==> src/rtl/data_mem_mmio.sv <==
// Data-side memory for the single-cycle core: word RAM plus memory-mapped cycle
// counter, compare timer with interrupt flag, and a byte output FIFO.
module data_mem_mmio #(
  parameter int RAM_WORDS  = 64,
  parameter int FIFO_DEPTH = 4
) (
  input  logic        clk,
  input  logic        reset,
  input  logic        WE,
  input  logic [31:0] address_to_mem,
  input  logic [31:0] data_to_mem,
  output logic [31:0] data_from_mem,
  output logic [7:0]  out_data,
  output logic        out_valid,
  input  logic        out_ready,
  output logic        irq
);

  localparam int AW = $clog2(RAM_WORDS);
  localparam int PW = $clog2(FIFO_DEPTH);
  localparam int CW = PW + 1;

  localparam logic [31:0] ADDR_CYCLE  = 32'hFFFF_0000;
  localparam logic [31:0] ADDR_CMP    = 32'hFFFF_0004;
  localparam logic [31:0] ADDR_STATUS = 32'hFFFF_0008;
  localparam logic [31:0] ADDR_TX     = 32'hFFFF_000C;

  logic [31:0]   ram [RAM_WORDS];
  logic [31:0]   cycle_q;
  logic [31:0]   timer_cmp_q;
  logic          flag_q;
  logic          overflow_q;
  logic [7:0]    fifo_mem [FIFO_DEPTH];
  logic [PW-1:0] rd_ptr_q;
  logic [PW-1:0] wr_ptr_q;
  logic [CW-1:0] count_q;

  logic [31:0]   word_addr;
  logic [AW-1:0] ram_idx;
  logic          ram_hit;
  logic          hit_cycle;
  logic          hit_cmp;
  logic          hit_status;
  logic          hit_tx;
  logic          fifo_full;
  logic          fifo_empty;
  logic          pop;
  logic          push_req;
  logic          push;
  logic [31:0]   status_word;

  // Bits [1:0] are ignored everywhere: every access is a full word.
  assign word_addr  = {address_to_mem[31:2], 2'b00};
  assign ram_idx    = address_to_mem[AW+1:2];
  assign ram_hit    = (address_to_mem[31:AW+2] == '0);
  assign hit_cycle  = (word_addr == ADDR_CYCLE);
  assign hit_cmp    = (word_addr == ADDR_CMP);
  assign hit_status = (word_addr == ADDR_STATUS);
  assign hit_tx     = (word_addr == ADDR_TX);

  assign fifo_full  = (count_q == CW'(FIFO_DEPTH));
  assign fifo_empty = (count_q == '0);
  assign pop        = !fifo_empty && out_ready;
  assign push_req   = WE && hit_tx;
  // A full FIFO still accepts a byte when the head leaves on the same edge.
  assign push       = push_req && (!fifo_full || pop);

  assign status_word = {23'b0, 5'(count_q), overflow_q, fifo_empty, fifo_full, flag_q};

  assign out_data  = fifo_mem[rd_ptr_q];
  assign out_valid = !fifo_empty;
  assign irq       = flag_q;

  always_comb begin
    data_from_mem = '0;
    if (ram_hit) begin
      data_from_mem = ram[ram_idx];
    end else if (hit_cycle) begin
      data_from_mem = cycle_q;
    end else if (hit_cmp) begin
      data_from_mem = timer_cmp_q;
    end else if (hit_status) begin
      data_from_mem = status_word;
    end
  end

  // RAM contents survive reset.
  always_ff @(posedge clk) begin
    if (WE && ram_hit) begin
      ram[ram_idx] <= data_to_mem;
    end
  end

  always_ff @(posedge clk or negedge reset) begin
    if (!reset) begin
      cycle_q     <= '0;
      timer_cmp_q <= 32'hFFFF_FFFF;
      flag_q      <= 1'b0;
      overflow_q  <= 1'b0;
    end else begin
      cycle_q <= cycle_q + 32'd1;
      if (WE && hit_cmp) begin
        timer_cmp_q <= data_to_mem;
      end
      // Compare match takes priority over a same-edge W1C clear.
      if (cycle_q == timer_cmp_q) begin
        flag_q <= 1'b1;
      end else if (WE && hit_status && data_to_mem[0]) begin
        flag_q <= 1'b0;
      end
      if (push_req && fifo_full && !pop) begin
        overflow_q <= 1'b1;
      end else if (WE && hit_status && data_to_mem[3]) begin
        overflow_q <= 1'b0;
      end
    end
  end

  always_ff @(posedge clk or negedge reset) begin
    if (!reset) begin
      rd_ptr_q <= '0;
      wr_ptr_q <= '0;
      count_q  <= '0;
      for (int i = 0; i < FIFO_DEPTH; i++) begin
        fifo_mem[i] <= '0;
      end
    end else begin
      if (push) begin
        fifo_mem[wr_ptr_q] <= data_to_mem[7:0];
        wr_ptr_q           <= wr_ptr_q + 1'b1;
      end
      if (pop) begin
        rd_ptr_q <= rd_ptr_q + 1'b1;
      end
      case ({push, pop})
        2'b10:   count_q <= count_q + 1'b1;
        2'b01:   count_q <= count_q - 1'b1;
        default: count_q <= count_q;
      endcase
    end
  end

endmodule

==> config.mk <==
export PLATFORM = sky130hd
export DESIGN_NAME = data_mem_mmio
export DESIGN_NICKNAME = d
export VERILOG_FILES = /design/src/rtl/data_mem_mmio.sv
export SDC_FILE = /design/constraint.sdc
export NUM_CORES = 2
export LEC_CHECK = 0
export CAP_MARGIN = 25
export CORE_ASPECT_RATIO = 2
export CORE_MARGIN = 2
export CORE_UTILIZATION = 50
export CTS_BUF_LIST = sky130_fd_sc_hd__clkbuf_16
export DETAILED_ROUTE_END_ITERATION = 16
export GPL_ROUTABILITY_DRIVEN = 0
export MAX_ROUTING_LAYER = met4
export PLACE_DENSITY_LB_ADDON = 0.1
export RECOVER_POWER = 25
export SLEW_MARGIN = 20
export SYNTH_ARGS = -nofsm -noshare
export SYNTH_HDL_FRONTEND = slang
export SYNTH_SLANG_ARGS = --single-unit
==> constraint.sdc <==
create_clock -name clk -period 6.21 [get_ports clk]
set_input_delay 0.621 -clock clk [delete_from_list [all_inputs] [get_ports clk]]
set_output_delay 0.621 -clock clk [all_outputs]
set_load 0.1 [all_outputs]
==> impl_metrics.json <==
{
  "outcome": "complete, but fails checks",
  "violations": "max-capacitance violations, max-slew violations",
  "antenna_left": 0,
  "synth_cell_types": 81,
  "cts_root_buffer": "clkbuf_16",
  "post_cts_resized": 0,
  "clk_latency_ns": 0.85,
  "die_h_um": 584.8,
  "start_util_pct": 50.22,
  "synthCells": 4741,
  "drive_above_1_share_pct": 20.77,
  "ios": 110,
  "syn_to_final_growth_pct": 13.53,
  "clk_pin_slew_ns": 0.06,
  "fin_nets": 5100,
  "seq_area_frac_synth_pct": 76.10,
  "synth.area.top_cells": "edfxtp_1 73%, mux2_2 2.9%, mux4_2 2.9%, mux2i_1 2.8%, a221oi_1 2.7%",
  "worstPathArrival_ns": 4.84,
  "synthArstFlopShare_pct": 4.877,
  "worstPathMaxFanout": 11,
  "cp.required_ns": 5.59,
  "internal_power_w": 0.02249,
  "utilization_pct": 57.01,
  "crit_path_start_kind": "input port",
  "hpwl_um": 187700,
  "leakage_nw": 31.15,
  "rsz0062_at_grt": "false",
  "fp.dieArea_um2": 172100,
  "drc": 0,
  "synth_ff_type": "edfxtp_1",
  "hold_ws_ns": 0.5046,
  "yosys.area.top_type_share_pct": 72.94,
  "die_w_um": 294.4,
  "wl_per_cell_um": 42.08,
  "portBuffers": 107,
  "worst_slew_pin_slew_ns": 4.326,
  "reg2reg_depth": 4,
  "post-route-period-util_pct": 87.98,
  "yosysMostFrequentCell": "edfxtp_1",
  "cts_buffers": 190,
  "syn-num-nets": 4815,
  "stdcell_area_um2": 95720,
  "drt_iter0_drc": 7749,
  "p_seq_share_pct": 54.8,
  "power-per-cell-area_nw_per_um2": 303.3,
  "viasPerCell": 6.968,
  "mappedNetlistArea_um2": 84320,
  "p_comb_share_pct": 6.1,
  "synth_edf_count": 2048,
  "grt_max_degree": 99,
  "slew_headroom_pct": -188.4,
  "cts_tree": "yes",
  "coreArea_um2": 167900,
  "gr-usage-all-layers_pct": 36.68,
  "swShare_pct": 22.55,
  "overflow": 0,
  "grt_pass1_vias": 48200,
  "setup_tns_ns": 0,
  "maxCapViolCount": 24,
  "synth.avg_cell_area_um2": 17.78,
  "setup_violations": 0,
  "hold_depth": 1,
  "drv_slew": 1579,
  "period_needed_ns": 5.464,
  "placementRows": 213,
  "cp_cell_sequence": "clkdlybuf4s50_1 -> nor2b_1 -> and2_1 -> a32oi_1 -> nand4_1 -> a2111oi_2 -> a31oi_1 -> buf_4 -> buf_12",
  "hold_viol": 0,
  "placed_area_um2": 90000,
  "max_freq_mhz": 183.0,
  "numClockSinks": 2153,
  "drt-total-wl_um": 308500,
  "ys_ff_latch": 2153,
  "vdd_ir_drop_max_mv": 0.2163,
  "max-clock-path-buffers": 4,
  "antenna_found_initial": 15,
  "drt-pass1-iter-count": 8,
  "cpPeakStageDelay_ns": 0.90,
  "grt_pass1_wl_um": 413400,
  "yosys.area.top_type": "edfxtp_1",
  "num_vias": 51080,
  "hp-class": "flop to flop",
  "ys_warn_count": 0,
  "crit_type": "input port to output pin",
  "switchingPower_w": 0.006548,
  "htree_levels": 4,
  "synthTopCellsByCount": "2048 x edfxtp_1, 261 x a221oi_1, 232 x mux2i_1, 216 x mux2_2, 193 x nor2_1",
  "clock_power_share_pct": 39.1,
  "cp-end-kind": "output pin",
  "slowest_stage": "clkdlybuf4s50_1",
  "finClkSkew_ns": 0.02432
}
[final timing paths]
check,endpoint,slack [ns],startpoint
min in group asynchronous,cycle_q[31]$_DFF_PN0_,1.30,reset
worst min register to register,fifo_mem[17]$_DFFE_PN0P_,0.50,fifo_mem[17]$_DFFE_PN0P_
worst max-delay path,data_from_mem[18],0.75,address_to_mem[5]
worst max register to register,wr_ptr_q[1]$_DFFE_PN0P_,3.47,count_q[2]$_DFFE_PN0P_
max in group asynchronous,fifo_mem[27]$_DFFE_PN0P_,2.81,reset
worst min-delay path,fifo_mem[17]$_DFFE_PN0P_,0.50,fifo_mem[17]$_DFFE_PN0P_
[power by group through the flow]
stage | combinational (W) | clock [W] | sequential [W]
global placement | 0.00172 | 0 | 0.0162
finish | 0.00178 | 0.0113 | 0.0159
detailed placement | 0.00174 | 0 | 0.0162
CTS | 0.00174 | 0.0114 | 0.0159
global route | 0.00179 | 0.0119 | 0.0159
floorplan | 0.000724 | 0 | 0.0162
[per-stage QoR]
step,instances,setup slack (ns),power (W)
5_1_grt,7322,0.8990,0.02958
6_report,7330,0.7464,0.02904
4_1_cts,7313,0.9035,0.02903
3_5_place_dp,6980,0.9330,0.01794
2_1_floorplan,4741,1.847,0.01692
3_3_place_gp,6977,0.9396,0.01792
[worst max-delay path: cells and delay by family]
kind / cells / cell delay [ns]
buffers and inverters: 3 / 1.31
AOI/OAI and AO/OA: 3 / 1.34
and+or+nand+nor: 3 / 1.55
[sequential cells by signal, summed over array words and instances, names as in the netlist]
| name | count |
|---|---|
| fifo_mem | 32 |
| ram | 2048 |
| irq | 1 |
| timer_cmp_q | 32 |
| wr_ptr_q | 2 |
| overflow_q | 1 |
| cycle_q | 32 |
| count_q | 3 |
| rd_ptr_q | 2 |
[layer usage]
metal  global-route usage (%)  part of all wire (%)  up-vias  wire (µm)
met5                        -                     0        -          0
met4                    25.45                   8.6        0      26620
met3                    6.044                   9.6      829      29620
met2                    57.12                    48     3467     147000
met1                    43.87                    34    26700     105200
li1                         -                     -    20080          -
[layout make-up]
cell class	instances	area [µm²]
clock inverters	137	855.8
flip-flops and latches	2153	64170
clock buffers	195	4880
fillers	12820	72170
multi-input cells	2241	19010
repair buffers	431	4039
well taps	2150	2690
diodes	14	35.03
inverters	9	43.79
[placed cells by master (no fill, tap or decap), types with 57 or more instances in the layout]
cell type	instances
mux2i_1	231
clkbuf_16	195
xnor2_1	57
mux2_2	216
a22oi_1	174
a221oi_1	261
mux4_2	107
dfrtp_1	73
a21oi_1	140
nand2_1	114
o22ai_1	90
a22o_1	59
o21ai_0	137
buf_4	264
nor2_1	125
inv_1	66
edfxtp_1	2048
nor2_4	67
buf_12	66
[cells by family after synthesis]
logic type,after synthesis,share of synthesized area (%)
muxes,561,8.582
buffers and inverters,347,2.078
xor gates and xnor gates,67,0.6960
DFF,2153,76.10
AOI/OAI and AO/OA,1101,9.605
adders and majority gates,6,0.09794
and+or+nand+nor,506,2.840
[repair_timing]
item / in CTS / in global routing
hold buffers: 1 / 0
endpoints found under the hold margin: 24 / 0
buffers inserted: 0 / 0
No activity file was read; power rests on OpenSTA's default activity.
